**config.mk**
```make
export PLATFORM = sky130hd
export DESIGN_NAME = bp_protocol_monitor
export DESIGN_NICKNAME = d
export VERILOG_FILES = /design/src/rtl/bp_mon_pkg.sv /design/src/rtl/bp_mon_fifo.sv /design/src/rtl/bp_protocol_monitor.sv
export SDC_FILE = /design/constraint.sdc
export NUM_CORES = 1
export LEC_CHECK = 0
export BUFFER_PORTS_ARGS = -buffer_cell sky130_fd_sc_hd__buf_4
export CORE_ASPECT_RATIO = 0.8
export CORE_MARGIN = 2
export CORE_UTILIZATION = 43
export CTS_CLUSTER_SIZE = 16
export DETAILED_ROUTE_END_ITERATION = 10
export GPL_TIMING_DRIVEN = 0
export PLACE_DENSITY = 0.71
export SYNTH_ARGS = -nofsm -noshare
export SYNTH_HDL_FRONTEND = slang
export SYNTH_SLANG_ARGS = --single-unit
```
**constraint.sdc**
```tcl
create_clock -name clock -period 2.25 [get_ports clock]
set_clock_uncertainty 0.05 [all_clocks]
set_input_delay 0.3375 -clock clock [delete_from_list [all_inputs] [get_ports clock]]
set_output_delay 0.3375 -clock clock [all_outputs]
set_load 0.02 [all_outputs]
```
**src/rtl/bp_mon_pkg.sv**
```systemverilog
// bp_mon_pkg: shared definitions for the tournament branch predictor
// protocol monitor.
//   - error flag bit positions in err / first_err.index
//   - first_err record layout {valid, index}
//   - default values for the monitor width parameters
//   - lowest_err(): index of the lowest set error bit
package bp_mon_pkg;

    localparam int ERR_PC_UNSTABLE = 0;
    localparam int ERR_LHT_LATE    = 1;
    localparam int ERR_OVERFLOW    = 2;
    localparam int ERR_UNDERFLOW   = 3;
    localparam int NUM_ERR         = 4;

    localparam int DEF_PC_W       = 10;
    localparam int DEF_HIST_W     = 10;
    localparam int DEF_STABLE_CYC = 8;
    localparam int DEF_DEPTH      = 4;
    localparam int DEF_CNT_W      = 16;

    typedef struct packed {
        logic       valid;
        logic [1:0] idx;
    } first_err_t;

    // When several errors fire in one cycle the lowest index is reported.
    function automatic logic [1:0] lowest_err(input logic [NUM_ERR-1:0] fire);
        logic [1:0] idx;
        idx = 2'd0;
        for (int i = NUM_ERR - 1; i >= 0; i--) begin
            if (fire[i]) idx = 2'(i);
        end
        return idx;
    endfunction

endpackage

```
**src/rtl/bp_mon_fifo.sv**
```systemverilog
// bp_mon_fifo: synchronous DEPTH x 1 FIFO holding outstanding predicted
// directions for the scoreboard.
// Ports:
//   clock      in   posedge clock
//   reset      in   synchronous, active-low
//   push       in   write push_data (dropped when full unless popping too)
//   push_data  in   predicted direction
//   pop        in   remove oldest entry (ignored when empty)
//   head       out  oldest entry (valid when !empty)
//   full       out  DEPTH entries held
//   empty      out  no entries held
//   occupancy  out  number of entries held
module bp_mon_fifo
    import bp_mon_pkg::*;
#(
    parameter int DEPTH = DEF_DEPTH
) (
    input  logic                   clock,
    input  logic                   reset,
    input  logic                   push,
    input  logic                   push_data,
    input  logic                   pop,
    output logic                   head,
    output logic                   full,
    output logic                   empty,
    output logic [$clog2(DEPTH):0] occupancy
);

    localparam int PTR_W = $clog2(DEPTH);
    localparam logic [PTR_W:0] FULL_CNT = (PTR_W + 1)'(DEPTH);

    logic [DEPTH-1:0] mem;
    logic [PTR_W-1:0] wr_ptr;
    logic [PTR_W-1:0] rd_ptr;
    logic [PTR_W:0]   count;
    logic             do_push;
    logic             do_pop;

    assign empty   = (count == '0);
    assign full    = (count == FULL_CNT);
    assign do_pop  = pop && !empty;
    // A pop in the same cycle frees the slot, so a full FIFO still accepts.
    assign do_push = push && (!full || do_pop);

    always_ff @(posedge clock) begin
        if (!reset) begin
            mem    <= '0;
            wr_ptr <= '0;
            rd_ptr <= '0;
            count  <= '0;
        end else begin
            if (do_push) begin
                mem[wr_ptr] <= push_data;
                wr_ptr      <= wr_ptr + 1'b1;
            end
            if (do_pop) begin
                rd_ptr <= rd_ptr + 1'b1;
            end
            case ({do_push, do_pop})
                2'b10:   count <= count + 1'b1;
                2'b01:   count <= count - 1'b1;
                default: count <= count;
            endcase
        end
    end

    assign head      = mem[rd_ptr];
    assign occupancy = count;

endmodule

```
**src/rtl/bp_protocol_monitor.sv**
```systemverilog
// bp_protocol_monitor: passive protocol monitor and scoreboard for the
// tournament branch predictor. Flags unstable fetch PCs, late LHT results and
// prediction FIFO overflow/underflow, and counts scored and mispredicted
// branches.
// Ports:
//   clock          in   posedge clock
//   reset          in   synchronous, active-low
//   clr            in   clears err, first_err and both counters
//   pc             in   fetch PC
//   lht_valid      in   LHT result qualifier
//   lht_result     in   LHT result (only its qualification is checked)
//   pred_valid     in   prediction issued
//   pred_taken     in   predicted direction
//   resolve_valid  in   in-order branch resolution
//   resolve_taken  in   actual direction
//   err            out  sticky flags {underflow, overflow, lht_late, pc_unstable}
//   first_err      out  {valid, index} of first error since reset/clr
//   pred_cnt       out  scored predictions (saturating)
//   mispred_cnt    out  mispredictions (saturating)
//   occupancy      out  outstanding predictions
module bp_protocol_monitor
    import bp_mon_pkg::*;
#(
    parameter int PC_W       = DEF_PC_W,
    parameter int HIST_W     = DEF_HIST_W,
    parameter int STABLE_CYC = DEF_STABLE_CYC,
    parameter int DEPTH      = DEF_DEPTH,
    parameter int CNT_W      = DEF_CNT_W
) (
    input  logic                   clock,
    input  logic                   reset,
    input  logic                   clr,
    input  logic [PC_W-1:0]        pc,
    input  logic                   lht_valid,
    input  logic [HIST_W-1:0]      lht_result,
    input  logic                   pred_valid,
    input  logic                   pred_taken,
    input  logic                   resolve_valid,
    input  logic                   resolve_taken,
    output logic [NUM_ERR-1:0]     err,
    output logic [2:0]             first_err,
    output logic [CNT_W-1:0]       pred_cnt,
    output logic [CNT_W-1:0]       mispred_cnt,
    output logic [$clog2(DEPTH):0] occupancy
);

    localparam int HOLD_W = $clog2(STABLE_CYC + 1);
    localparam logic [HOLD_W-1:0] HOLD_LOAD = HOLD_W'(STABLE_CYC - 1);
    localparam logic [CNT_W-1:0]  CNT_MAX   = '1;

    logic [PC_W-1:0]    pc_prev;
    logic               pc_prev_valid;
    logic [HOLD_W-1:0]  hold_cnt;
    logic               chg_d;
    logic               pc_change;
    logic [NUM_ERR-1:0] fire;
    logic [NUM_ERR-1:0] err_q;
    first_err_t         first_q;
    logic [CNT_W-1:0]   pred_cnt_q;
    logic [CNT_W-1:0]   mispred_cnt_q;

    logic fifo_head;
    logic fifo_full;
    logic fifo_empty;
    logic fifo_push;
    logic fifo_pop;
    logic bypass;
    logic score_valid;
    logic score_pred;

    // Only the qualifier is checked; the history value itself is not.
    logic unused_lht;
    assign unused_lht = ^lht_result;

    assign pc_change = pc_prev_valid && (pc != pc_prev);

    // Push and pop into an empty FIFO: score the incoming prediction directly.
    assign bypass      = fifo_empty && pred_valid && resolve_valid;
    assign fifo_push   = pred_valid && !bypass;
    assign fifo_pop    = resolve_valid && !fifo_empty;
    assign score_valid = resolve_valid && (pred_valid || !fifo_empty);
    assign score_pred  = fifo_empty ? pred_taken : fifo_head;

    always_comb begin
        fire                  = '0;
        fire[ERR_PC_UNSTABLE] = pc_change && (hold_cnt != '0);
        fire[ERR_LHT_LATE]    = chg_d && !lht_valid;
        fire[ERR_OVERFLOW]    = pred_valid && !resolve_valid && fifo_full;
        fire[ERR_UNDERFLOW]   = resolve_valid && !pred_valid && fifo_empty;
    end

    always_ff @(posedge clock) begin
        if (!reset) begin
            pc_prev       <= '0;
            pc_prev_valid <= 1'b0;
            hold_cnt      <= '0;
            chg_d         <= 1'b0;
            err_q         <= '0;
            first_q       <= '0;
            pred_cnt_q    <= '0;
            mispred_cnt_q <= '0;
        end else begin
            pc_prev       <= pc;
            pc_prev_valid <= 1'b1;
            chg_d         <= pc_change;

            // Any change restarts the hold window, whether or not it was legal.
            if (pc_change) begin
                hold_cnt <= HOLD_LOAD;
            end else if (hold_cnt != '0) begin
                hold_cnt <= hold_cnt - 1'b1;
            end

            // A new error in the clearing cycle survives the clear.
            err_q <= (clr ? '0 : err_q) | fire;
            if ((fire != '0) && (clr || !first_q.valid)) begin
                first_q <= '{valid: 1'b1, idx: lowest_err(fire)};
            end else if (clr) begin
                first_q <= '0;
            end

            if (clr) begin
                pred_cnt_q    <= '0;
                mispred_cnt_q <= '0;
            end else if (score_valid) begin
                if (pred_cnt_q != CNT_MAX) begin
                    pred_cnt_q <= pred_cnt_q + 1'b1;
                end
                if ((score_pred != resolve_taken) && (mispred_cnt_q != CNT_MAX)) begin
                    mispred_cnt_q <= mispred_cnt_q + 1'b1;
                end
            end
        end
    end

    bp_mon_fifo #(
        .DEPTH (DEPTH)
    ) u_fifo (
        .clock     (clock),
        .reset     (reset),
        .push      (fifo_push),
        .push_data (pred_taken),
        .pop       (fifo_pop),
        .head      (fifo_head),
        .full      (fifo_full),
        .empty     (fifo_empty),
        .occupancy (occupancy)
    );

    assign err         = err_q;
    assign first_err   = first_q;
    assign pred_cnt    = pred_cnt_q;
    assign mispred_cnt = mispred_cnt_q;

endmodule
```
==> Yosys cells after proc, flatten, opt, wreduce, memory -nomap -nowiden <==
Cells that the tools add are included.
{ "totals": {"output_inout_bits": 42, "register_bits": 66} }
{ "op_classes": {"n_reduce_logical": 37, "eq_ne": 7, "add_sub_neg": 7, "n_lt_le_gt_ge": 3, "n_bitwise": 2, "n_mux": 17} }
{ "ops": {"columns": ["cell", "count"], "rows": [
  ["16-bit by 1-bit adder with 16-bit output, second input constant", 2],
  ["16-bit != test, second input constant", 2],
  ["1-bit logical AND", 17],
  ["3-bit 2-to-1 mux", 4],
  ["10-bit != test", 1],
  ["2-bit 2-to-1 mux", 4],
  ["4-bit nonzero test", 2],
  ["1-bit logical NOT", 7],
  ["2-bit by 3-bit < comparator with 1-bit output, second input constant", 2],
  ["3-bit one-hot mux with 2 select lines", 1],
  ["2-bit nonzero test", 3],
  ["2-bit by 1-bit adder with 2-bit output, second input constant", 2],
  ["4-bit bitwise mux", 1],
  ["1-bit 2-to-1 mux", 4],
  ["4-bit 2-to-1 mux", 1],
  ["4-bit bitwise OR", 1],
  ["2-bit AND reduction", 2],
  ["2-bit OR reduction", 2],
  ["4-bit by 1-bit subtractor with 4-bit output, second input constant", 1],
  ["3-bit by 1-bit adder with 3-bit output, second input constant", 1],
  ["3-bit equality test, second input constant", 1],
  ["3-bit logical NOT", 1],
  ["1-bit logical OR", 3],
  ["3-bit by 1-bit subtractor with 3-bit output, second input constant", 1],
  ["other kinds (7)", 7]
]} }

==> Longest topological paths before layout <==
{ "logic_depth": {"depth_word": 8, "depth_mapped": 9} }

==> Hierarchy <==
Synthesis repeated with hierarchy kept, for this count alone.
{ "unflattened": {"cells_unflattened": 367, "area_unflattened_um2": 3226.8} }
{ "modules_own_cells": {"columns": ["module", "seq_area_each_um2", "cells_each", "n_inst", "area_per_inst_um2"], "rows": [
  ["bp_protocol_monitor", 1101.1, 302, 1, 2606.2],
  ["bp_mon_fifo", 220.2, 65, 1, 620.6]
]} }

==> Worst setup path before layout <==
Ideal clock, no wire load.
{ "synth_timing": {"path_type": "register to register", "from": "reg u_fifo.count[0], in the netlist u_fifo.occupancy[0]", "to": "reg mispred_cnt_q[15], in the netlist mispred_cnt[15]", "path_stages_with_launch": 8, "synth_period_minus_slack_ps": 2179, "setup_slack_ps": 71, "setup_ps": 116, "arrival_ps": 2012, "path_buffers": 2, "required_ps": 2084, "cell_sequence": "dfxtp_1 buf_4 or3_1 buf_2 mux2i_4 xnor2_1 a31oi_1 a41o_1"} }
{ "synth_via": {"elab_chain_len": 5, "elab_cells_between_ends": 8} }
{ "synth_lines": {"columns": ["item", "line_no", "rtl"], "rows": [
  ["start, declared", "bp_mon_fifo.sv:35", "logic [PTR_W:0] count;"],
  ["start signal, assigned", "bp_mon_fifo.sv:60", "2'b10: count <= count + 1'b1;"],
  ["start signal, assigned", "bp_mon_fifo.sv:61", "2'b01: count <= count - 1'b1;"],
  ["start signal, assigned", "bp_mon_fifo.sv:62", "default: count <= count;"],
  ["3-bit logical NOT (*)", "bp_mon_fifo.sv:39", "assign empty = (count == '0);"],
  ["1-bit 2-to-1 mux / 1-bit logical NOT (equally long branches)", "bp_protocol_monitor.sv:82, bp_protocol_monitor.sv:81", null],
  ["1-bit != test / 1-bit logical OR (equally long branches)", "bp_protocol_monitor.sv:129, bp_protocol_monitor.sv:81", null],
  ["1-bit logical AND (on tied branches)", "bp_protocol_monitor.sv:129, bp_protocol_monitor.sv:81", null],
  ["2-bit AND reduction (no source line) (*)", null, null],
  ["end signal, assigned", "bp_protocol_monitor.sv:130", "mispred_cnt_q <= mispred_cnt_q + 1'b1;"],
  ["end, declared", "bp_protocol_monitor.sv:60", "logic [CNT_W-1:0] mispred_cnt_q;"]
]} }
Every way passes the cells marked *; elsewhere a longest branch is shown, timed or not.
A chain may end at the register's enable or synchronous reset.

==> Worst setup path in the final report <==
{ "layout_timing": {"from": "reg u_fifo.count[0], in the netlist u_fifo.occupancy[0]", "to": "reg mispred_cnt_q[11], in the netlist mispred_cnt[11]"} }
Same word-level chain as after synthesis.

==> impl_metrics.tcl <==
set metrics [dict create \
    vdd_drop_max_v 0.000490 \
    grt_max_degree 14 \
    n_antenna_cell 0 \
    yosys_warnings 0 \
    r2r-start "u_fifo.occupancy[0]" \
    r2r_end "mispred_cnt[11]" \
    seq_power_share 0.487 \
    dr.pass1.iters 4 \
    final_max_slew_viol_count 0 \
    finalPower_mw 2.55 \
    avgSynthCellArea_um2 8.77 \
    die_height_um 82.0 \
    finalSetupViolCount 0 \
    die_x_um 102 \
    numCtsBuffers 9 \
    io_pins 70 \
    area_delta_synth_final_pct 23.5 \
    track_usage 0.190 \
    ant_nets 0 \
    tightest_slew_ns 0.683 \
    cap_violations 0 \
    drtIter0Drc 118 \
    coreArea_um2 7390 \
    arrival_ns 2.40 \
    dieArea_um2 8320 \
    syn_area_um2 3270 \
    worst_ep_required_time_ns 2.48 \
    reg2regPathDepth 7 \
    grt_setup_unrepaired "true" \
    cp-endpoint "mispred_cnt[11]" \
    drc 0 \
    powerDensity_nw_per_um2 632 \
    setup_slack_ns 0.0772 \
    cts_hold_buffers 0 \
    clkPwrFrac 0.354 \
    via_per_inst 5.35 \
    antenna_found_initial 0 \
    routabilityCongestion 0.779 \
    hpwl_um 5400 \
    synth_edf_count 0 \
    end_kind "register" \
    finalCritPeriodShare 0.966 \
    synth_ff_type "dfxtp_1" \
    synth_nets 409 \
    synth_area_leaders "dfxtp_1 (40%), nor2_1 (4.5%), xnor2_1 (4.3%), nand2_1 (4.0%), a21oi_1 (3.2%)" \
    p_sw_frac 0.299 \
    yosysTopAreaCell "dfxtp_1" \
    drt-wirelength-per-cell_um 13.4 \
    cts_buffer_depth 2 \
    clk_latency_ns 0.35 \
    path_class "register to register" \
    wirelength_um 7400 \
    grt_pass1_wl_um 12500 \
    nNetsFinal 478 \
    yosysMostFrequentCell "dfxtp_1" \
    p_switching_mw 0.763 \
    slew_headroom 0.539 \
    period_needed_ns 2.17 \
    leakage_nw 1.60 \
    crit_start "u_fifo.occupancy[0]" \
    ys_seq_elements 66 \
    synth_common_cells "dfxtp_1 (66), nor2_1 (39), nand2_1 (35)" \
    outcome "completed" \
    pre_cts_ws_ns -0.146 \
    initial_core_util 0.442 \
    synth_cells 373 \
    pwr-share-comb 0.159 \
    synthDominantCellAreaShare 0.404 \
    ff2ff_setup_slack_ns 0.08 \
    startpoint_type "register" \
    cts_max_level 3 \
    seq_area_frac_synth 0.404 \
    hold_viol 0 \
    numPortBuffers 58 \
    row_count 28 \
    min_path_type "input port to register" \
    post_cts.repair.setup_buffers 0 \
    synth_cell_type_count 57 \
    internal_power_mw 1.79 \
    dpl_cell_area_um2 3840 \
    grt_pass1_vias 2640 \
    grt-ovfl-total 0 \
    vias 2953 \
    fin_util 0.547 \
    drive_above_1_share 0.217 \
    path_max_fanout 9 \
    final_area_um2 4040 \
    clk_pin_slew_worst_paths_ns 0.08 \
    fmax_mhz 460 \
    async_reset_ff_frac 0 \
    cts_tree "done" \
    root_buffer "clkbuf_8" \
    numClockSinks 66 \
]
-- state kept, by name (all words and copies together), names as in the netlist --
signal            count
chg_d                 1
err                   4
first_err             3
hold_cnt              4
mispred_cnt          16
pc_prev              10
pc_prev_valid         1
pred_cnt             16
u_fifo.mem            4
u_fifo.occupancy      3
u_fifo.rd_ptr         2
u_fifo.wr_ptr         2
-- through the flow --
stage | setup TNS, ns | cells | hold slack [ns]
final | 0 | 552 | 0.114
after global routing | -0.0190 | 552 | 0.0941
after CTS | 0 | 552 | 0.0955
after detailed placement | -0.550 | 536 | 0.414
after global placement | -0.356 | 536 | 0.412
after floorplan | 0 | 373 | 0.315
-- worst max-delay path, cell delays in order, from the launching register on --
cell and delay [ns]:
dfxtp_1 0.31, buf_4 0.16, or3_1 0.38, buf_6 0.14, mux2i_4 0.21, xor2_4 0.22, or4_1 0.48, a21oi_1 0.15
-- final cells by class --
class / count / area [um2]
Multi-Input combinational cell: 281 / 1850
Sequential cell: 66 / 1320
Clock buffer: 9 / 124
Timing Repair Buffer: 58 / 435
Fill cell: 701 / 3350
Clock inverter: 7 / 53.8
Inverter: 11 / 41.3
Tap cell: 105 / 131
Buffer: 15 / 87.6
-- power groups by stage --
stage | registers [mW] | logic (mW) | clock network (mW)
6_report | 1.24 | 0.406 | 0.905
2_1_floorplan | 1.28 | 0.250 | 0
4_1_cts | 1.24 | 0.394 | 0.931
3_5_place_dp | 1.27 | 0.388 | 0
3_3_place_gp | 1.27 | 0.378 | 0
5_1_grt | 1.25 | 0.446 | 0.985
-- cells by family (layout without fill, tap and decap cells) --
family                     after synthesis  count (layout)  synth area share
DFF                                     66              66             0.404
xor gates and xnor gates                24              24            0.0666
buffers and inverters                   26             100            0.0375
AOI/OAI and AO/OA                       75              75             0.162
and+or+nand+nor                        164             164             0.259
muxes                                   10              10            0.0383
adders and majority gates                8               8            0.0329
-- routing by layer --
layer  part of all wire  global-route usage  vias to the layer above
li1                   -                   -                     1477
met1               0.48               0.253                     1394
met2               0.46               0.299                       73
met3              0.051              0.0596                        9
met4              0.013              0.0500                        0
met5                  0                   0                        -
-- repair_timing --
action / in CTS / in global routing
pin swaps: 0 / 1
endpoints found under the setup margin: 5 / 2
resized for setup: 1 / 4
gates cloned: 0 / 0
-- how the worst min path moves through the flow --
| stage | cells past startpoint | endpoint | startpoint |
|---|---|---|---|
| 2_1_floorplan | 0 | pc_prev_valid | reset |
| 3_3_place_gp | 2 | err[1] | err[1] |
| 3_5_place_dp | 2 | err[1] | err[1] |
| 4_1_cts | 1 | pc_prev_valid | reset |
| 5_1_grt | 1 | pc_prev_valid | reset |
| 6_report | 1 | pc_prev_valid | reset |
-- cell usage in the layout, fill, tap and decap left out, types with 3 or more instances in the layout --
cell | synthesis | final
a21oi_1 | 21 | 21
a31oi_1 | 4 | 4
a41o_1 | 4 | 4
and2_1 | 15 | 15
and3_1 | 6 | 6
and4_1 | 3 | 3
buf_4 | 4 | 62
clkbuf_1 | 7 | 7
clkbuf_8 | 0 | 9
clkinvlp_4 | 0 | 3
dfxtp_1 | 66 | 66
ha_1 | 7 | 7
inv_1 | 10 | 10
mux2i_1 | 8 | 8
nand2_1 | 35 | 35
nand2b_1 | 8 | 8
nand3_1 | 13 | 13
nand4_1 | 12 | 12
nor2_1 | 39 | 39
nor2b_1 | 3 | 3
nor3_1 | 5 | 5
nor4_1 | 3 | 3
nor4b_1 | 3 | 3
o21a_1 | 3 | 3
o21ai_0 | 13 | 13
o22ai_1 | 3 | 3
o311ai_0 | 3 | 3
o31ai_1 | 5 | 5
or2_2 | 3 | 3
or3_1 | 9 | 9
or4_1 | 3 | 3
xnor2_1 | 16 | 15
xor2_1 | 7 | 7
(Power assumes the default switching activity.)
